===== src/rtl/irq_pkg.sv =====
// Purpose : shared defaults and FSM encoding for the interrupt pending controller.
// Latency : n/a (declarations only).
// Backpressure: n/a.
package irq_pkg;

  localparam int N_REQ_DEF = 8;
  localparam int ID_W_DEF  = 3;

  typedef enum logic [1:0] {
    ST_IDLE  = 2'd0,
    ST_OFFER = 2'd1,
    ST_GAP   = 2'd2
  } irq_state_e;

  // One-hot of an index; indices beyond the vector width give all-zero.
  function automatic logic [N_REQ_DEF-1:0] idx_onehot(input logic [ID_W_DEF-1:0] idx);
    idx_onehot = N_REQ_DEF'(1) << idx;
  endfunction

endpackage


===== src/rtl/irq_sync_edge.sv =====
// Purpose : per-line multi-flop synchroniser followed by a rising-edge or level event detector.
// Latency : SYNC_STAGES cycles from req_i to the synchronised level; ev_o is combinational on it.
// Backpressure: none; events are single-cycle pulses (edge mode) or follow the level.
// Ports   : clk, rst_n (async, active-low), req_i [WIDTH] async requests, ev_o [WIDTH] events.
module irq_sync_edge #(
  parameter int WIDTH       = 8,
  parameter int SYNC_STAGES = 2,
  parameter int EDGE_MODE   = 1
) (
  input  logic             clk,
  input  logic             rst_n,
  input  logic [WIDTH-1:0] req_i,
  output logic [WIDTH-1:0] ev_o
);

  logic [WIDTH-1:0] r_sync [SYNC_STAGES];
  logic [WIDTH-1:0] r_req_d;
  logic [WIDTH-1:0] w_req_s;

  always_ff @(posedge clk or negedge rst_n) begin
    if (!rst_n) begin
      for (int s = 0; s < SYNC_STAGES; s++) r_sync[s] <= '0;
      r_req_d <= '0;
    end else begin
      r_sync[0] <= req_i;
      for (int s = 1; s < SYNC_STAGES; s++) r_sync[s] <= r_sync[s-1];
      r_req_d <= w_req_s;
    end
  end

  assign w_req_s = r_sync[SYNC_STAGES-1];

  // Edge mode produces one pulse per low-to-high transition of the synchronised line.
  assign ev_o = (EDGE_MODE != 0) ? (w_req_s & ~r_req_d) : w_req_s;

endmodule


===== src/rtl/irq_pending_ctrl.sv =====
// Purpose : collects synchronised request events into a pending register, masks them and offers a
//           frozen snapshot (pend_o/valid_o) to a priority encoder; an ack clears the serviced bit.
// Latency : req_i to pending SYNC_STAGES+1 (edge mode); pending to valid_o 1; ack to next valid_o 2.
// Backpressure: an offer is held until ack_i; new events keep accumulating in pending meanwhile.
// Ports   : clk, rst_n, req_i, mask_i, ack_i, ack_id_i, clr_ovf_i in; pend_o, valid_o, ovf_o, err_o out.
module irq_pending_ctrl
  import irq_pkg::*;
#(
  parameter int N_REQ       = N_REQ_DEF,
  parameter int ID_W        = ID_W_DEF,   // 2**ID_W must cover N_REQ
  parameter int SYNC_STAGES = 2,          // at least 2
  parameter int EDGE_MODE   = 1
) (
  input  logic             clk,
  input  logic             rst_n,
  input  logic [N_REQ-1:0] req_i,
  input  logic [N_REQ-1:0] mask_i,
  input  logic             ack_i,
  input  logic [ID_W-1:0]  ack_id_i,
  input  logic             clr_ovf_i,
  output logic [N_REQ-1:0] pend_o,
  output logic             valid_o,
  output logic [N_REQ-1:0] ovf_o,
  output logic             err_o
);

  logic [N_REQ-1:0] w_ev;
  logic [N_REQ-1:0] r_pend;
  logic [N_REQ-1:0] r_snap;
  logic [N_REQ-1:0] r_ovf;
  logic             r_valid;
  logic             r_err;
  irq_state_e       r_state;
  irq_state_e       w_state_nxt;

  logic [N_REQ-1:0] w_onehot;
  logic             w_id_in_range;
  logic             w_ack_ok;
  logic             w_load;
  logic [N_REQ-1:0] w_clr;
  logic             w_err_nxt;

  irq_sync_edge #(
    .WIDTH       (N_REQ),
    .SYNC_STAGES (SYNC_STAGES),
    .EDGE_MODE   (EDGE_MODE)
  ) u_sync (
    .clk   (clk),
    .rst_n (rst_n),
    .req_i (req_i),
    .ev_o  (w_ev)
  );

  // Shifting past the vector width yields zero, so an out-of-range id never hits the snapshot.
  assign w_onehot      = N_REQ'(1) << ack_id_i;
  assign w_id_in_range = ({1'b0, ack_id_i} < (ID_W+1)'(N_REQ));
  assign w_ack_ok      = w_id_in_range && (|(r_snap & w_onehot));

  // State register
  always_ff @(posedge clk or negedge rst_n) begin
    if (!rst_n) r_state <= ST_IDLE;
    else        r_state <= w_state_nxt;
  end

  // Next-state logic
  always_comb begin
    w_state_nxt = r_state;
    case (r_state)
      ST_IDLE:  if (|(r_pend & mask_i)) w_state_nxt = ST_OFFER;
      ST_OFFER: if (ack_i)              w_state_nxt = ST_GAP;
      ST_GAP:                           w_state_nxt = ST_IDLE;
      default:                          w_state_nxt = ST_IDLE;
    endcase
  end

  // Per-state control: snapshot load, pending clear, error pulse
  always_comb begin
    w_load    = 1'b0;
    w_clr     = '0;
    w_err_nxt = 1'b0;
    case (r_state)
      ST_IDLE:  w_load = |(r_pend & mask_i);
      ST_OFFER: begin
        if (ack_i) begin
          if (w_ack_ok) w_clr     = w_onehot;
          else          w_err_nxt = 1'b1;
        end
      end
      default: ;
    endcase
  end

  // Datapath and registered outputs
  always_ff @(posedge clk or negedge rst_n) begin
    if (!rst_n) begin
      r_pend  <= '0;
      r_snap  <= '0;
      r_ovf   <= '0;
      r_valid <= 1'b0;
      r_err   <= 1'b0;
    end else begin
      // An event on a bit being cleared keeps it set.
      r_pend  <= (r_pend & ~w_clr) | w_ev;
      // A new overflow outranks a simultaneous clr_ovf_i.
      r_ovf   <= (r_ovf & {N_REQ{~clr_ovf_i}}) | (w_ev & r_pend & ~w_clr);
      r_valid <= (w_state_nxt == ST_OFFER);
      r_err   <= w_err_nxt;
      // Snapshot is frozen through OFFER and zero otherwise so no stale data reaches the encoder.
      if (w_load)                        r_snap <= r_pend & mask_i;
      else if (w_state_nxt != ST_OFFER)  r_snap <= '0;
    end
  end

  assign pend_o  = r_snap;
  assign valid_o = r_valid;
  assign ovf_o   = r_ovf;
  assign err_o   = r_err;

endmodule


===== config.mk =====
export PLATFORM = sky130hd
export DESIGN_NAME = irq_pending_ctrl
export DESIGN_NICKNAME = d
export VERILOG_FILES = /design/src/rtl/irq_pkg.sv /design/src/rtl/irq_sync_edge.sv /design/src/rtl/irq_pending_ctrl.sv
export SDC_FILE = /design/constraint.sdc
export NUM_CORES = 1
export LEC_CHECK = 0
export CORE_ASPECT_RATIO = 0.6
export CORE_MARGIN = 2
export CORE_UTILIZATION = 33
export DETAILED_ROUTE_END_ITERATION = 10
export HOLD_SLACK_MARGIN = 0.08
export SLEW_MARGIN = 15
export SYNTH_ARGS = -nofsm -noshare
export SYNTH_HDL_FRONTEND = slang
export SYNTH_HIERARCHICAL = 1
export SYNTH_SLANG_ARGS = --single-unit

===== constraint.sdc =====
create_clock -name clk -period 1.34 [get_ports clk]
set_input_delay 0.201 -clock clk [delete_from_list [all_inputs] [get_ports clk]]
set_output_delay 0.201 -clock clk [all_outputs]
set_load 0.05 [all_outputs]

# --- Yosys cells after proc, flatten, opt, wreduce, memory -nomap -nowiden ---
# Cells that the tools add are included.
totals:
  elab_cells: 41
  inputBits: 23
  out_inout_bits: 18
  reg_bits: 52
classes:
  bitwise: 12
  n_reduce_logical: 4
  n_eq_ne: 3
  shift: 1
  mux: 12
op_table:
  columns: ["op", "count"]
  rows:
  - ["$and A8 B8 Y8", 7]
  - ["$mux W8", 5]
  - ["$not A8 Y8", 2]
  - ["$or A8 B8 Y8", 2]
  - ["$reduce_or A8 Y1", 2]
  - ["$shl A1 B3 Y8 const A", 1]
  - ["$eq A2 B1 Y1 const B", 2]
  - ["$mux W1", 4]
  - ["$mux W2", 2]
  - ["$pmux W2 S2", 1]
  - ["$logic_not A2 Y1", 1]
  - ["$ne A2 B1 Y1 const B", 1]
  - ["$reduce_bool A2 Y1", 1]
  - ["$not A1 Y1", 1]

# --- Longest topological paths before layout ---
# Gate-level depths: netlist of run 1.
depth:
  depth_word: 9
  ltp_mapped: 5
  mapped_depth_nobuf: 5

# --- Modules after synthesis ---
# Netlist of run 1, hierarchy kept.
modules_own_cells:
  columns: ["module", "cells_each", "area_each_um2", "n_inst", "seq_area_each_um2"]
  rows:
  - ["irq_pending_ctrl", 126, 1340.0, 1, 700.7]
  - ["irq_sync_edge", 32, 710.7, 1, 600.6]

# --- Worst setup path after synthesis of run 1 ---
# No wires, ideal clock.
synth_timing:
  path_kind: "register to register"
  start: "reg r_snap[3], in the netlist pend_o[3]"
  end: "reg r_ovf[3], in the netlist ovf_o[3]"
  arrival_time_ns: 1.262
  n_path_buf: 0
  required_time_ns: 1.218
  slack_ns: -0.044
  path_stages_with_launch: 5
  cell_sequence: "dfrtp_1 -> mux2i_1 -> nor3b_1 -> o21a_1 -> a21oi_1"
synth_via:
  elab_chain_cells: 8
synth_lines:
  columns: ["item", "line", "text"]
  rows:
  - ["start: declaration", "irq_pending_ctrl.sv:29", "logic [N_REQ-1:0] r_snap;"]
  - ["start signal: assignment", "irq_pending_ctrl.sv:109", "if (w_load) r_snap <= r_pend & mask_i;"]
  - ["$and A8 B8 Y8", "irq_pending_ctrl.sv:57", "assign w_ack_ok = w_id_in_range && (|(r_snap & w_onehot));"]
  - ["$reduce_or A8 Y1", "irq_pending_ctrl.sv:57", null]
  - ["$mux W8", "irq_pending_ctrl.sv:85", "if (w_ack_ok) w_clr = w_onehot;"]
  - ["$mux W8", "irq_pending_ctrl.sv:84", "if (ack_i) begin"]
  - ["$mux W8", "irq_pending_ctrl.sv:81", "case (r_state)"]
  - ["$not A8 Y8", "irq_pending_ctrl.sv:105", "r_ovf <= (r_ovf & {N_REQ{~clr_ovf_i}}) | (w_ev & r_pend & ~w_clr);"]
  - ["$and A8 B8 Y8", "irq_pending_ctrl.sv:105", null]
  - ["$or A8 B8 Y8", "irq_pending_ctrl.sv:105", null]
  - ["end signal: assignment", "irq_pending_ctrl.sv:105", null]
  - ["end: declaration", "irq_pending_ctrl.sv:30", "logic [N_REQ-1:0] r_ovf;"]
# No other way between the ends.
# A chain may end at the register's enable or synchronous reset.

# --- Final worst setup path of run 1 ---
layout_timing:
  start: "reg r_snap[3], in the netlist pend_o[3]"
  end: "out pend_o[3]"
layout_lines:
  columns: ["item", "line", "text"]
  rows:
  - ["end: declaration", "irq_pending_ctrl.sv:21", "output logic [N_REQ-1:0] pend_o,"]
# No word-level cell between the ends.

==> metrics, run 1 <==
status complete, no violations; clk root buf clkbuf_8; Area growth, synth to finish 46.4%; Final Max Slew Viols 0; Synth warnings 6; Final nets 250; slowest cell delay on critical path 430 ps; CP Capture Point pend_o[3]; Cell Pwr Density 1660 nW/um^2; placed insts 303; CP arrival around 1000 ps; syn avg cell area about 13 um^2; antenna viol nets, final 0; Sink Count 52; CTS tree yes; Post-Syn Area 2050 um^2; maxcap violations 0; Bufs on Longest Clock Path 2; Die Wd 106 um; setup TNS 0 ps; largest net degree at the start of global routing 53; IO Port Bufs 40; R2R cell count 4; via density per instance 4.68; Max-Slew Margin vs Limit between 80 and 90%; CORE AREA approximately 6100 um^2; CP delay by family, top flip-flops; Reg clk slew, reported paths 100 ps; clk_lat worst skew between 300 and 400 ps; dominant cell by count in the synthesized netlist dfrtp_1; Max rail drop VDD 0.000626 V; Post-Layout Inst Area 3000 um^2; CP Max Fanout 3; Yosys cell types 30; Seq cells post-synth 52; Setup Fix Bufs, Post-CTS 0; initial antenna violation count 0; Static Leak 0.00133 uW; Net Count, Synth 181; first-pass GRT wire length between 7000 and 8000 um; GP Congestion 0.804; met2 wire length 1850 um; router iterations before antenna repair 4; Seq/Total Area, Yosys 63.5%; top cells by count, synth dfrtp_1 (52), a21oi_1 (17), nor2_1 (12), a21o_1 (10); wire length on met3 256 um; H-tree depth 2; Synth Flop Type dfrtp_1; WL/cell approximately 15 um; Period Utilization, post-route 92.9%; Routed WL 4610 um; number of failing hold endpoints at the final stage 0; CP startpoint pend_o[3]; worst path cell trace buf_4 > buf_12; crit path launch type flop; grt ovf 0; Tmin final around 1200 ps; max frequency 803 MHz; largest area contributor in the netlist dfrtp_1; Worst Setup End Kind primary output; fin cells between 300 and 400; Synth area leaders dfrtp_1 (63%), nor2b_4 (5.4%), a21oi_1 (4.1%); Critical Path RT 1140 ps; fill count approximately 560; M1 wire length 2460 um; critical path depth 2; critical path class reg2out; worst setup margin 95.0 ps; highest routed layer met4; vias 1461; Final HPWL DP 3550 um; hold_sp req_i[7]; Post-Synthesis Cells 158; post-route DRC violation count 0; Least-Margin Pin Slew roughly 280 ps; Total GRT Usage ~15%; Ports ~40; Initial DRC Count 88; worst path bufs/invs 2; share of cells above drive strength 1 32.5%; Synth top area share 63.5%; Synth async-reset ratio 100%; Reg-to-Reg Start r_pend[1]; Area after DPL 2900 um^2; reg-to-reg slack, setup 90 ps; number of flops mapped to enable cells by yosys 0; Setup WS pre-CTS -427 ps; Setup Skew 5.98 ps; FF-to-FF End valid_o; slowest CP cell dfrtp_2; clock buffer count from CTS 5; Die Ht 65.1 um; hold crit path type in2reg; RSZ-0062 raised after global routing no; die area 6880 um^2; Starting Density between 30 and 40%; Final Util 49.6%; vias in the first global route 1463; row count 22; ANT cells 0; Setup Viol. Count Final 0
-- report_power, final --
part	total (uW)	switching, uW	leakage [uW]	internal [uW]
Clock	894	522	0.0000414	372
Combinational	2090	1040	0.000690	1050
Sequential	2000	200	0.000599	1800
-- state kept, by name (all words and copies together), names as in the netlist --
signal,cells
ovf_o,8
pend_o,8
r_pend,8
u_sync/r_req_d,8
u_sync/r_sync,8
u_sync/w_req_s,8
r_state,2
err_o,1
valid_o,1
-- per-layer routing --
metal / vias to the layer above / global-route usage [%]
met2: 47 / 20.4
met5: - / 0
li1: 694 / -
met4: 0 / 4.44
met3: 5 / 4.12
met1: 715 / 23.2
-- what timing repair did --
item                                    CTS  global route
resized for setup                         2             2
endpoints found under the hold margin    52             0
hold buffers                              1             0
endpoints found under the setup margin    4             6
-- cell families (layout without fill, tap and decap cells) --
family	after synthesis	count (layout)	share of synthesized area [%]
AOI/OAI and AO/OA	38	38	12.6
DFF	52	52	63.5
muxes	4	4	1.95
and+or+nand+nor	60	60	20.3
buffers and inverters	4	74	1.77
-- cell usage in the layout (no fill, tap or decap), types with 2 or more instances in the layout --
cell             netlist  layout
nor3_1                 3       3
nor3b_2                1       2
dfrtp_1               52      49
clkdlybuf4s50_1        0      19
and2b_2                3       3
a32o_1                 6       6
nor2_1                12      12
nand2_1                6       6
mux2i_1                4       4
nand3_1                6       6
a21oi_1               17      17
nand2b_1               2       2
a22oi_1                2       2
nand4_1                3       3
clkbuf_8               1       5
nor2b_1                8       8
nor2b_4                8       8
and2_4                 2       2
buf_4                  1      23
a21o_1                10      10
dfrtp_2                0       3
buf_12                 0      19
-- worst reg2reg max path: cells and delay by family, from the launching register on --
family             cells  cell delay, ps
and+or+nand+nor        2             340
AOI/OAI and AO/OA      2             370
DFF                    1             430
-- how the worst min path moves through the flow --
stage          cells after the start                 to
3_5_place_dp                       2            valid_o
2_1_floorplan                      0              err_o
4_1_cts                            1  u_sync/r_sync[15]
5_1_grt                            1  u_sync/r_sync[15]
3_3_place_gp                       2            valid_o
6_report                           1  u_sync/r_sync[15]
-- per-stage QoR --
step / power, uW / hold slack, ps
after floorplan: 2920 / -94.6
after global placement: 4100 / 215
after detailed placement: 4130 / 217
after CTS: 5030 / 310
after global routing: 5240 / 302
final: 4980 / 315
-- layout make-up --
type / instances / area [um^2] / share of cell area [%]
Inverter: 1 / 3.75 / 0.125
Timing Repair Buffer: 65 / 779 / 26.0
Clock inverter: 2 / 16.3 / 0.542
Multi-Input combinational cell: 102 / 719 / 24.0
Clock buffer: 6 / 72.6 / 2.42
Sequential cell: 52 / 1310 / 43.5
Tap cell: 84 / 105 / 3.50
Note: power is estimated with default switching activity, not from simulation.
==> run 2, diff against run 1 <==
==> constraint.sdc (replaced) <==
create_clock -name clk -period 1 [get_ports clk]
set_input_delay 0.15 -clock clk [delete_from_list [all_inputs] [get_ports clk]]
set_output_delay 0.15 -clock clk [all_outputs]
set_load 0.05 [all_outputs]
==> run 2 against run 1 <==
The run now ends with negative setup slack left. Worst hold slack got worse by 34 ps. Worst setup slack got worse by 310 ps. Core utilization increased by 7.9 points. Clock skew increased by 1.2 ps. Wire length increased by 11%. Largest power group unchanged.
==> metrics, run 2 (same netlist as run 1, synthesis figures left out) <==
status finished with violations; failing checks negative setup slack; register area between 1000 and 1500 um^2; Final HPWL DP around 3500 um; clk_lat worst skew about 300 ps; fill count 531; row count 22; Least-Margin Pin Slew just over 300 ps; CTS tree yes; router iterations before antenna repair 4; H-tree depth 2; Critical Path RT 1190 ps; share of cells above drive strength 1 52.7%; WL/cell 14.8 um; vias in the first global route 1637; Setup WS pre-CTS -597 ps; via density per instance 4.59; Ports 41; clk root buf clkbuf_8; antenna viol nets, final 0; Final Util between 50% and 60%; Final Max Slew Viols 0; crit path launch type flop; CP Max Fanout 5; clock buffer count from CTS 5; CP arrival 1410 ps; CORE AREA 6060 um^2; number of failing hold endpoints at the final stage 0; max frequency 821 MHz; Setup Viol. Count Final 44; Static Leak between 0.0015 and 0.002 uW; Bufs on Longest Clock Path 2; Reg clk slew, reported paths 90 ps; busiest grt layer met2; GP Congestion 0.856; Period Utilization, post-route 122%; Setup Skew between 7 and 8 ps; commonest non-fill, non-tap cell in the layout dfrtp_1; largest net degree at the start of global routing 53; IO Port Bufs 40; first-pass GRT wire length 8220 um; Die Wd 106 um; RSZ-0062 raised after global routing yes; multi-input combinational cell area 848 um^2; Cell Pwr Density 2250 nW/um^2; Routed WL 5100 um; Die Ht approximately 65 um; worst setup margin -218 ps; die area 6880 um^2; Sink Count 52; Max rail drop VDD 0.00114 V; grt ovf 0; post-route DRC violation count 0; critical path class reg2reg; commonest cells after routing, fill and taps aside dfrtp_1 (43), buf_4 (38), buf_6 (19), buf_12 (19), clkdlybuf4s50_1 (18); ANT cells 0; Starting Density ~34%; Final nets roughly 280; met3 usage 4.23%; Total GRT Usage 15.6%; vias 1587; Tmin final 1220 ps; maxcap violations 0; met1 usage 22.6%; Area growth, synth to finish 69.6%; Worst Setup End Kind flop; Initial DRC Count 58; Max-Slew Margin vs Limit 79.4%; initial antenna violation count 0; hold crit path type in2reg; grt met2 use 23.5%
[run 2: area by class of cell]
| cell class | instances | area share [%] |
|---|---|---|
| Sequential cell | 52 | 37.7 |
| Timing Repair Buffer | 99 | 31.7 |
| Multi-Input combinational cell | 102 | 24.4 |
| Tap cell | 84 | 3.02 |
| Clock buffer | 6 | 2.09 |
| Clock inverter | 2 | 1.01 |
| Inverter | 1 | 0.108 |
[run 2: metrics by stage]
step / total power (uW) / cell area (um^2) / cells / hold slack, ps / setup TNS [ps]
global placement: 5750 / 3080 / 321 / 162 / -11210
finish: 7820 / 3480 / 346 / 281 / -5850
CTS: 7610 / 3370 / 342 / 272 / -6260
detailed placement: 5770 / 3080 / 321 / 160 / -11640
floorplan: 4000 / 2100 / 158 / -146 / -2930
global route: 8160 / 3480 / 346 / 269 / -7430
[run 2: final timing paths]
| kind | start | endpoint | slack, ps | cells past startpoint |
|---|---|---|---|---|
| hold reg to reg | u_sync/r_sync[11] | u_sync/w_req_s[3] | 350 | 0 |
| hold / removal | req_i[7] | u_sync/r_sync[15] | 280 | 1 |
| min in group asynchronous | rst_n | r_state[1] | 360 | 3 |
| setup reg to reg | r_state[1] | ovf_o[6] | -220 | 5 |
| setup / recovery | r_state[1] | ovf_o[6] | -220 | 5 |
| max in group asynchronous | rst_n | pend_o[2] | 370 | 3 |
[run 2: power breakdown]
part | switching [uW] | internal, uW | leakage, uW
clock network | 669 | 743 | 0.0000552
logic | 1700 | 2020 | 0.000875
registers | 261 | 2430 | 0.000591
total | 2630 | 5200 | 0.00152
[run 2: repair_timing]
item	4_1_cts	5_1_grt
hold buffers	1	0
setup endpoints to repair	45	45
pin swaps	9	11
setup buffers	13	4
gates cloned	0	0
hold endpoints to repair	52	0
gates resized for setup	24	21
[run 2: per-layer routing]
| layer | share of wire (%) | routed length, um |
|---|---|---|
| met5 | 0 | 0 |
| met4 | 0.29 | 15 |
| met3 | 5.5 | 282 |
| met2 | 44 | 2270 |
| met1 | 50 | 2540 |
[run 2: critical path: stages (launching register included)]
cell and delay (ps):
dfrtp_1 400, nand3b_4 180, inv_2 60, and2_4 180, and2_4 210, a21oi_2 60
==> run 3, diff against run 2 <==
--- a/config.mk
+++ b/config.mk
@@ -7,9 +7,10 @@
 export LEC_CHECK = 0
 export CORE_ASPECT_RATIO = 0.6
 export CORE_MARGIN = 2
-export CORE_UTILIZATION = 33
+export CORE_UTILIZATION = 50
 export DETAILED_ROUTE_END_ITERATION = 10
 export HOLD_SLACK_MARGIN = 0.08
+export PLACE_DENSITY = 0.78
 export SLEW_MARGIN = 15
 export SYNTH_ARGS = -nofsm -noshare
 export SYNTH_HDL_FRONTEND = slang
==> constraint.sdc (replaced) <==
create_clock -name clk -period 1.5 [get_ports clk]
set_input_delay 0.225 -clock clk [delete_from_list [all_inputs] [get_ports clk]]
set_output_delay 0.225 -clock clk [all_outputs]
set_load 0.05 [all_outputs]
==> run 3 against run 2 <==
The run now ends clean. Clock power is 43% lower. Critical path depth did not move. Fmax down 7.7%. Clock skew is 1.5 ps lower. Core utilization is 15 points higher. Wire length down 11%. Clock-buffer cell count is 1 lower. Highest routed layer unchanged. Via count down 8.7%. Combinational power fell by 58%. Largest cell class unchanged. Critical path type unchanged. Cell area down 20%. Worst hold slack improved by 58 ps.
==> metrics, run 3 (same netlist as run 1, synthesis figures left out) <==
Cell Pwr Density 1520 nW/um^2; multi-input combinational cell area around 710 um^2; die area 4650 um^2; Total GRT Usage 22.7%; hold_sp req_i[6]; grt ovf 0; GP Congestion 0.882; slowest CP cell dfrtp_1; CP delay by family, top simple AND/OR/NAND/NOR gates; Switching Fraction roughly 37%; Setup Viol. Count Final 0; CTS tree yes; Final HPWL DP approximately 3300 um; Clock power frac 19.2%; H-tree depth 2; Seq pwr share a little over two fifths; Static Leak 0.00124 uW; slowest cell delay on critical path roughly 440 ps; Bufs on Longest Clock Path 2; post-route DRC violation count 0; row count 17; fill count 245; Setup WS pre-CTS -256 ps; CP startpoint r_state[1]; Final Max Slew Viols 0; Period Utilization, post-route 88.0%; Max-Slew Margin vs Limit 64.8%; Area growth, synth to finish 35.0%; worst path cell trace nand3b_4 > inv_2 > and2_4 > nand4_1 > a21o_1; share of cells above drive strength 1 26.2%; vias in the first global route between 1000 and 1500; Setup Fix Bufs, Post-CTS 0; via density per instance ~5.6; Reg clk slew, reported paths 100 ps; Max rail drop VDD 0.000553 V; Worst Setup End Kind flop; IO Port Bufs 40; Total Power 4200 uW; largest net degree at the start of global routing 53; commonest cells after routing, fill and taps aside dfrtp_1 (52), clkdlybuf4s50_1 (20), a21oi_1 (17), buf_4 (15), buf_12 (13); number of failing hold endpoints at the final stage 0; crit path launch type flop; Starting Density 53.9%; max frequency 758 MHz; Reg-to-Reg Start r_state[1]; Least-Margin Pin Slew 526 ps; Final nets 236; register area 1300 um^2; worst path bufs/invs 1; RSZ-0062 raised after global routing no; Sw Pwr 1540 uW; Die Wd roughly 87 um; first-pass GRT wire length approximately 7600 um; Power Internal 2660 uW; CORE AREA 3810 um^2; Sink Count 52; WL/cell 17.4 um; ANT cells 0; clock buffer count from CTS 5; Logic pwr share 36.9%; Tmin final 1320 ps; Ports 41; vias 1449; status complete, no violations; maxcap violations 0; clk root buf clkbuf_8; clk_lat worst skew 310 ps; CP arrival between 1500 and 2000 ps; Die Ht 53.6 um; worst setup margin 180 ps; antenna viol nets, final 0; Critical Path RT 1710 ps; reg-to-reg slack, setup 180 ps; critical path class reg2reg; hold crit path type in2reg; initial antenna violation count 0; router iterations before antenna repair 4; Initial DRC Count 126; commonest non-fill, non-tap cell in the layout dfrtp_1; CP Max Fanout 5; Routed WL 4530 um; Setup Skew approximately 5.6 ps
[run 3: cell types whose count changed in the layout (fill, tap and decap cells not counted), moves of 3 or more]
cell | previous run | this run
buf_4 | 38 | 15
buf_6 | 19 | 0
a21oi_1 | 8 | 17
a21oi_2 | 10 | 1
dfrtp_1 | 43 | 52
dfrtp_2 | 9 | 0
buf_12 | 19 | 13
nand3_1 | 0 | 6
nand3_2 | 6 | 0
dlygate4sd2_1 | 3 | 0
[run 3: final timing paths]
check | cells past startpoint | endpoint
setup / recovery | 5 | r_pend[7]
hold / removal | 1 | u_sync/r_sync[14]
setup reg to reg | 5 | r_pend[7]
hold reg to reg | 0 | u_sync/w_req_s[2]
max in group asynchronous | 3 | pend_o[7]
min in group asynchronous | 3 | u_sync/w_req_s[2]
[run 3: metal layers]
| layer | wire (um) | GRT usage, % | vias up |
|---|---|---|---|
| li1 | - | - | 663 |
| met2 | 2020 | 32.6 | 55 |
| met4 | 129 | 10.9 | 0 |
| met3 | 241 | 5.52 | 17 |
| met1 | 2140 | 33.0 | 714 |
| met5 | 0 | 0 | - |
[run 3: what timing repair did]
| item | CTS | global route |
|---|---|---|
| endpoints found under the hold margin | 52 | 0 |
| endpoints found under the setup margin | 0 | 4 |
| hold buffers | 1 | 0 |
| gates resized for setup | 0 | 1 |
[run 3: layout make-up]
class / count / area share [%]
clock buffer: 5 / 2.49
clock inverter: 3 / 0.769
inverter: 1 / 0.136
multi-input combinational: 102 / 25.8
sequential: 52 / 47.0
tap: 47 / 2.12
timing repair buffer: 51 / 21.7
[run 3: power by group through the flow]
stage | Combinational (uW) | Clock, uW | Sequential [uW]
2_1_floorplan | 366 | 0 | 2240
3_3_place_gp | 1520 | 0 | 1870
3_5_place_dp | 1550 | 0 | 1870
4_1_cts | 1560 | 835 | 1840
5_1_grt | 1620 | 896 | 1870
6_report | 1550 | 807 | 1840
[run 3: per-stage QoR]
step / hold WS, ps / setup TNS [ps] / util (%) / cell area (um^2) / instances
2_1_floorplan: -70.6 / 0 / - / 2050 / 158
3_3_place_gp: 229 / -2170 / 70.0 / 2670 / 252
3_5_place_dp: 238 / -3010 / 70.0 / 2670 / 252
4_1_cts: 329 / 0 / 72.6 / 2770 / 261
5_1_grt: 336 / 0 / 72.7 / 2770 / 261
6_report: 339 / 0 / 72.7 / 2770 / 261
